File: src/rtl/trap_seq.sv
// trap_seq: machine-mode trap-entry and mret sequencer. Owns the CSR file's
// secondary write port and drives the pipeline stall and redirect.
module trap_seq #(
  parameter int unsigned MTVEC_ALIGN = 2
) (
  input  logic        clk,
  input  logic        rst,
  input  logic        id_ecall,
  input  logic        id_ebreak,
  input  logic        id_mret,
  input  logic [31:0] id_pc,
  input  logic        irq_timer,
  input  logic        irq_ext,
  input  logic        global_int_en,
  input  logic [31:0] csr_mtvec,
  input  logic [31:0] csr_mepc,
  input  logic [31:0] csr_mstatus,
  input  logic        wb_csr_we,
  output logic        hold,
  output logic        csr_we,
  output logic [31:0] csr_waddr,
  output logic [31:0] csr_wdata,
  output logic        jump_flag,
  output logic [31:0] jump_addr,
  output logic        irq_ack
);

  localparam logic [31:0] CAUSE_ECALL  = 32'h0000_000B;
  localparam logic [31:0] CAUSE_EBREAK = 32'h0000_0003;
  localparam logic [31:0] CAUSE_EXT    = 32'h8000_000B;
  localparam logic [31:0] CAUSE_TIMER  = 32'h8000_0007;
  localparam logic [31:0] ADDR_MSTATUS = 32'h0000_0300;
  localparam logic [31:0] ADDR_MEPC    = 32'h0000_0341;
  localparam logic [31:0] ADDR_MCAUSE  = 32'h0000_0342;
  localparam logic [31:0] MTVEC_MASK   = ~((32'd1 << MTVEC_ALIGN) - 32'd1);

  typedef enum logic [2:0] {
    S_IDLE      = 3'd0,
    S_W_MEPC    = 3'd1,
    S_W_MCAUSE  = 3'd2,
    S_W_MSTATUS = 3'd3,
    S_R_MSTATUS = 3'd4,
    S_JUMP      = 3'd5
  } state_e;

  state_e      state_q, state_d;
  logic [31:0] pc_q, pc_d;
  logic [31:0] cause_q, cause_d;
  logic        ret_q, ret_d;

  logic        accept_s;
  logic        hold_s, csr_we_s, jump_flag_s, irq_ack_s;
  logic [31:0] csr_waddr_s, csr_wdata_s, jump_addr_s;

  // Trap entry: save MIE into MPIE, then disable interrupts.
  function automatic logic [31:0] mstatus_on_trap(input logic [31:0] ms);
    logic [31:0] r;
    r    = ms;
    r[7] = ms[3];
    r[3] = 1'b0;
    return r;
  endfunction

  // mret: restore MIE from MPIE and set MPIE.
  function automatic logic [31:0] mstatus_on_ret(input logic [31:0] ms);
    logic [31:0] r;
    r    = ms;
    r[3] = ms[7];
    r[7] = 1'b1;
    return r;
  endfunction

  // Next-state and combinational output decode.
  always_comb begin
    state_d     = state_q;
    pc_d        = pc_q;
    cause_d     = cause_q;
    ret_d       = ret_q;
    accept_s    = 1'b0;
    hold_s      = 1'b0;
    csr_we_s    = 1'b0;
    csr_waddr_s = 32'd0;
    csr_wdata_s = 32'd0;
    jump_flag_s = 1'b0;
    jump_addr_s = 32'd0;
    irq_ack_s   = 1'b0;
    case (state_q)
      S_IDLE: begin
        if (id_ecall) begin
          accept_s = 1'b1;
          cause_d  = CAUSE_ECALL;
          ret_d    = 1'b0;
        end else if (id_ebreak) begin
          accept_s = 1'b1;
          cause_d  = CAUSE_EBREAK;
          ret_d    = 1'b0;
        end else if (id_mret) begin
          accept_s = 1'b1;
          ret_d    = 1'b1;
        end else if (irq_ext && global_int_en) begin
          accept_s  = 1'b1;
          irq_ack_s = 1'b1;
          cause_d   = CAUSE_EXT;
          ret_d     = 1'b0;
        end else if (irq_timer && global_int_en) begin
          accept_s  = 1'b1;
          irq_ack_s = 1'b1;
          cause_d   = CAUSE_TIMER;
          ret_d     = 1'b0;
        end else begin
          accept_s = 1'b0;
        end
        if (accept_s) begin
          hold_s  = 1'b1;
          pc_d    = id_pc;
          state_d = ret_d ? S_R_MSTATUS : S_W_MEPC;
        end else begin
          hold_s = 1'b0;
        end
      end
      S_W_MEPC: begin
        hold_s      = 1'b1;
        csr_waddr_s = ADDR_MEPC;
        csr_wdata_s = pc_q;
        if (!wb_csr_we) begin
          csr_we_s = 1'b1;
          state_d  = S_W_MCAUSE;
        end else begin
          csr_we_s = 1'b0;
        end
      end
      S_W_MCAUSE: begin
        hold_s      = 1'b1;
        csr_waddr_s = ADDR_MCAUSE;
        csr_wdata_s = cause_q;
        if (!wb_csr_we) begin
          csr_we_s = 1'b1;
          state_d  = S_W_MSTATUS;
        end else begin
          csr_we_s = 1'b0;
        end
      end
      S_W_MSTATUS: begin
        hold_s      = 1'b1;
        csr_waddr_s = ADDR_MSTATUS;
        csr_wdata_s = mstatus_on_trap(csr_mstatus);
        if (!wb_csr_we) begin
          csr_we_s = 1'b1;
          state_d  = S_JUMP;
        end else begin
          csr_we_s = 1'b0;
        end
      end
      S_R_MSTATUS: begin
        hold_s      = 1'b1;
        csr_waddr_s = ADDR_MSTATUS;
        csr_wdata_s = mstatus_on_ret(csr_mstatus);
        if (!wb_csr_we) begin
          csr_we_s = 1'b1;
          state_d  = S_JUMP;
        end else begin
          csr_we_s = 1'b0;
        end
      end
      S_JUMP: begin
        hold_s      = 1'b1;
        jump_flag_s = 1'b1;
        jump_addr_s = ret_q ? csr_mepc : (csr_mtvec & MTVEC_MASK);
        state_d     = S_IDLE;
      end
      default: begin
        state_d = S_IDLE;
      end
    endcase
  end

  // A reset cycle suppresses everything so an aborted sequence commits nothing.
  assign hold      = hold_s & ~rst;
  assign csr_we    = csr_we_s & ~rst;
  assign jump_flag = jump_flag_s & ~rst;
  assign irq_ack   = irq_ack_s & ~rst;
  assign csr_waddr = rst ? 32'd0 : csr_waddr_s;
  assign csr_wdata = rst ? 32'd0 : csr_wdata_s;
  assign jump_addr = rst ? 32'd0 : jump_addr_s;

  // State and latched-event registers.
  always_ff @(posedge clk) begin
    if (rst) begin
      state_q <= S_IDLE;
      pc_q    <= 32'd0;
      cause_q <= 32'd0;
      ret_q   <= 1'b0;
    end else begin
      state_q <= state_d;
      pc_q    <= pc_d;
      cause_q <= cause_d;
      ret_q   <= ret_d;
    end
  end

endmodule

File: config.mk
export PLATFORM = sky130hd
export DESIGN_NAME = trap_seq
export DESIGN_NICKNAME = d
export VERILOG_FILES = /design/src/rtl/trap_seq.sv
export SDC_FILE = /design/constraint.sdc
export NUM_CORES = 1
export LEC_CHECK = 0
export CAP_MARGIN = 20
export CORE_ASPECT_RATIO = 1.5
export CORE_UTILIZATION = 33
export CTS_BUF_LIST = sky130_fd_sc_hd__clkbuf_16
export DETAILED_ROUTE_END_ITERATION = 10
export PLACE_DENSITY_LB_ADDON = 0.05
export SYNTH_ARGS = -nofsm -noshare
export SYNTH_HDL_FRONTEND = slang
export SYNTH_SLANG_ARGS = --single-unit
File: constraint.sdc
create_clock -name clk -period 2.4 [get_ports clk]
set_clock_uncertainty 0.1 [all_clocks]
set_input_delay 0.6 -clock clk [delete_from_list [all_inputs] [get_ports clk]]
set_output_delay 0.6 -clock clk [all_outputs]
set_load 0.02 [all_outputs]
# Word-level counts from Yosys, hierarchy flattened
# Index checks and enable logic that the tools add are counted.
# op_classes
eq_ne	10
n_mux	39
n_bitwise	5
n_reduce_logical	10
# op_table
cell	count
two-way mux 32 bit	10
one-hot mux 32 bit (4 select lines)	1
one-hot mux 10 bit (3 select lines)	1
two-way mux 1 bit	20
two-way mux 3 bit	5
one-hot mux 3 bit (4 select lines)	1
!= test 2 bit (second input constant)	4
equality test 3 x 2 -> 1 bit (second input constant)	2
equality test 3 bit (second input constant)	2
OR reduction 5 bit	1
AND 1 bit	4
AND reduction 4 bit	1
nonzero test 4 bit	1
OR reduction 4 bit	1
equality test 3 x 1 -> 1 bit (second input constant)	1
logical NOT 3 bit	1
!= test 3 bit (second input constant)	1
AND reduction 3 bit	1
logical AND 1 bit	2
one-hot mux 1 bit (2 select lines)	1
AND reduction 2 bit	1
OR reduction 2 bit	1
NOT 1 bit	1
# word_totals
output_inout_bits	100
ff_bits	68

# Depth between registers and ports, before layout
# logic_depth
depth_word	10
mapped_depth	7

# Least setup slack after synthesis
# Ideal clock, no wire load.
# synth_timing
path_type	input-to-output
start	in id_ecall
end	out irq_ack
stages	3
path_buffers	0
required_time_ns	1.700
arrival_time_ns	1.684
setup_slack_ns	0.016
path_cell_list	nor3_1 > nand2_1 > nor3_1
# synth_via
elab_chain_cells	3
# synth_lines
element	line_no	source
from (decl)	8	input logic id_ecall,
two-way mux 1 bit	89	if (id_ecall) begin
two-way mux 1 bit	87	case (state_q)
AND 1 bit	181	assign irq_ack = irq_ack_s & ~rst;
to (decl)	25	output logic irq_ack
# Every way passes these cells.

# Worst setup path in the final report
# layout_timing
start	reg state_q[2]
end	out csr_wdata[12]
# layout_via
elab_chain_cells	3
word_cells_on_any_way	6
cone_classes	eq/ne: 4; mux: 2
# layout_lines
element	line_no	source
from (decl)	46	state_e state_q, state_d;
from (signal assigned)	194	state_q <= state_d;
equality test 3 bit, or another cell as far along	87	
one-hot mux 32 bit (4 select lines) (*)	87	
two-way mux 32 bit (*)	183	assign csr_wdata = rst ? 32'd0 : csr_wdata_s;
to (decl)	22	output logic [31:0] csr_wdata,
# Mark *: on every way between the ends. The rest lies on a longest branch, timed or not.

==> run summary <==
power per cell area = 537.7 nW/um2
GRT Max-Usage Layer = met2
ant diodes = 0
Crit. End Element = output pin
die height = 114.9 um
NumNets Final = 755
Routed Antenna Nets = 0
Synth top area share = 0.2857
CTS tree = built
core area = 8108 um2
type of the worst min-delay path = reg -> reg
Mean Syn Cell Area = 7.280 um2
mux cell area share after synthesis = 0.1192
grt met1 use = 0.2632
most instantiated cells after synthesis = nand2_1 (72), nor2_1 (63), a21oi_1 (40), dfxtp_1 (40), buf_4 (33)
Post-Synth Adder-Cell Area = 0
max frequency = 414.7 MHz
vias in the first global route = 3388
Post-Syn Area = 2803 um2
Hold Violations, Final = 0
RSZ-0062 raised after global routing = yes
Max Slew Vio Count = 0
Post-Syn Instances = 385
switching share of total power = 0.3529
status = finished with violations
IO Count = 237
main combinational cell family by area after synthesis = simple AND/OR/NAND/NOR gates
crit path max-delay cell type = dfxtp_4
fraction of layout cells with a size suffix above 1 = 0.2892
H-tree depth = 2
drt pass-1 iters = 4
area growth from synthesis to layout = 96.83%
Post-CTS Hold Buffers = 0
Initial Utilization = 0.3457
NetSw = 1.047 mW
most frequent cell after synthesis = nand2_1
Die W = 77.25 um
Synth area leaders = dfxtp_1 (29%), mux2i_1 (11%), nand2_1 (9.6%)
met3 Track Usage GR = 0.07857
Flop pwr share = 0.286
most frequent CP cell = buf_12
Setup-failing EPs final = 4
IO Port Bufs = 207
Routed WL per cell = 16.00 um
cell row count = 40
later-pin clock latency in the skew report = 280 ps
Post-synth EDFFs = 0
Compound-Gate Fraction of Synth Area = 0.2063
FF+latch count, synth = 40
TNS Setup = -24.87 ps
Int Power = 1.920 mW
ys async rst share = 0
CTS clock-pin slew for the worst setup and hold paths = 60 ps
leakage = 2.340 nW
clock power share = 0.210
Power Total = 2.966 mW
initial antenna violation count = 0
Final HPWL DP = 8.517 mm
simple-gate portion of the synthesized area = 0.2451
clk root buf = clkbuf_16
Crit Path Class = reg -> out
clk sinks = 40
Hold WS = 354.3 ps
Crit path largest cell delay = 360 ps
Die ar. = 8873 um2
grt total ovfl = 0
Via Count = 3520
Tmin final = 2412 ps
WP data required = 1700 ps
DRC violations left = 0
Setup crit start kind = flop
GR Util All Layers = 0.2405
vias per cell = 4.862
post-synthesis sequential area ratio = 0.2857
crit path max fanout = 14
Yosys warning total = 0
xor/xnor cell area share of the yosys netlist = 0.003125
failing checks = setup timing
final WL = 11.58 mm
Logic pwr share = 0.504
distinct cell type count after synthesis = 38
global-route wire length before repair = 16.89 mm
CTS Buf Count = 5
GPL Wtd Cong = 0.7702
final worst slack = -11.67 ps
fin crit share = 1.005
Clock Path Buffers = 2
Max IR drop VDD = 549.8 uV
critical path, cell by cell = and2b_2 > nor2b_4 > buf_12 > buf_12 > a22oi_1 > nor2_1 > buf_2
Worst EP arrival = 1710 ps
Synth area leader = dfxtp_1
Main synth FF type = dfxtp_1
GRT met2 Usage = 0.4366
initial drt markers = 106
MaxCap Viol Count = 0
largest net degree at the start of global routing = 34
==> per-layer routing <==
layer / wire length, um / vias up
li1: - / 1714
met1: 4226 / 1616
met2: 6061 / 175
met3: 1090 / 15
met4: 204 / 0
met5: 0 / -
==> stage by stage <==
step	utilization	area, um2	cells	setup WS, ps
3_5_place_dp	0.6279	5091	704	-615.5
2_1_floorplan	-	2900	411	16.48
3_3_place_gp	0.6279	5091	704	-600.2
4_1_cts	0.6346	5145	717	-46.93
5_1_grt	0.6804	5517	724	-70.54
6_report	0.6804	5517	724	-11.67
==> worst max-delay path: cells and delay by family, from the launching register on <==
family	cells	cell delay [ps]
compound gates	1	190
flops	1	360
simple gates	3	450
buf+inv	3	420
==> timing repair <==
action | in CTS | in global routing
pin swaps | 3 | 25
endpoints found under the setup margin | 65 | 61
buffers inserted | 5 | 3
endpoints found under the hold margin | 0 | 0
cloned | 0 | 5
gates resized for setup | 204 | 126
==> path summary, 6_finish.rpt <==
path	startpoint	to	slack, ps	cells past startpoint
setup / recovery	state_q[2]	csr_wdata[12]	-10	7
hold / removal	pc_q[7]	pc_q[7]	350	2
setup reg to reg	state_q[2]	pc_q[3]	570	7
hold reg to reg	pc_q[7]	pc_q[7]	350	2
==> cells by family (layout without fill, tap and decap cells) <==
logic type	after synthesis	in the layout
flops	40	40
mux	33	33
other cells	1	27
simple gates	160	160
compound gates	88	88
xor+xnor	1	1
buf+inv	62	270
==> flip-flops by register name, summed over array words and instances (netlist names) <==
| signal | flops |
|---|---|
| cause_q | 4 |
| pc_q | 32 |
| ret_q | 1 |
| state_q | 3 |
==> layout make-up <==
type / instances / area, um2
Inverter: 4 / 15.01
Clock inverter: 3 / 11.26
Timing Repair Buffer: 258 / 2452
Fill cell: 730 / 2591
Sequential cell: 40 / 813.3
Multi-Input combinational cell: 309 / 1968
Tap cell: 105 / 131.4
Clock buffer: 5 / 125.1
==> placed cells by master (no fill, tap or decap), types with 2 or more instances in the layout <==
| master | netlist | final |
|---|---|---|
| nand3b_1 | 4 | 4 |
| buf_4 | 33 | 60 |
| nor3_1 | 4 | 2 |
| dlymetal6s2s_1 | 0 | 3 |
| dfxtp_1 | 40 | 36 |
| buf_12 | 0 | 8 |
| buf_6 | 3 | 11 |
| a22oi_2 | 0 | 21 |
| a22oi_1 | 29 | 8 |
| clkdlybuf4s50_1 | 0 | 127 |
| nand2_1 | 72 | 69 |
| mux2i_1 | 30 | 30 |
| clkbuf_2 | 1 | 21 |
| nor2_1 | 63 | 59 |
| a31oi_4 | 0 | 3 |
| a21oi_2 | 0 | 2 |
| dlygate4sd2_1 | 0 | 7 |
| nor2_4 | 0 | 2 |
| or2_2 | 2 | 2 |
| nor2b_1 | 7 | 6 |
| a21o_1 | 3 | 2 |
| a21oi_1 | 40 | 38 |
| nand2_4 | 0 | 2 |
| conb_1 | 1 | 27 |
| clkdlybuf4s15_1 | 0 | 3 |
| and3_1 | 2 | 2 |
| nor3_4 | 1 | 2 |
| inv_1 | 4 | 6 |
| mux2_2 | 3 | 3 |
| clkdlybuf4s15_2 | 0 | 2 |
| buf_2 | 8 | 10 |
| nor2_2 | 0 | 2 |
| clkbuf_16 | 0 | 10 |
| o21ai_0 | 3 | 2 |
| and2b_2 | 0 | 2 |
| dfxtp_4 | 0 | 3 |
==> power by group through the flow <==
| stage | sequential, mW | clock (mW) | combinational (mW) |
|---|---|---|---|
| 2_1_floorplan | 0.817 | 0 | 0.746 |
| 3_3_place_gp | 0.837 | 0 | 1.25 |
| 3_5_place_dp | 0.842 | 0 | 1.27 |
| 4_1_cts | 0.833 | 0.632 | 1.30 |
| 5_1_grt | 0.858 | 0.668 | 1.60 |
| 6_report | 0.848 | 0.624 | 1.50 |
No activity file was read; power rests on OpenSTA's default activity.
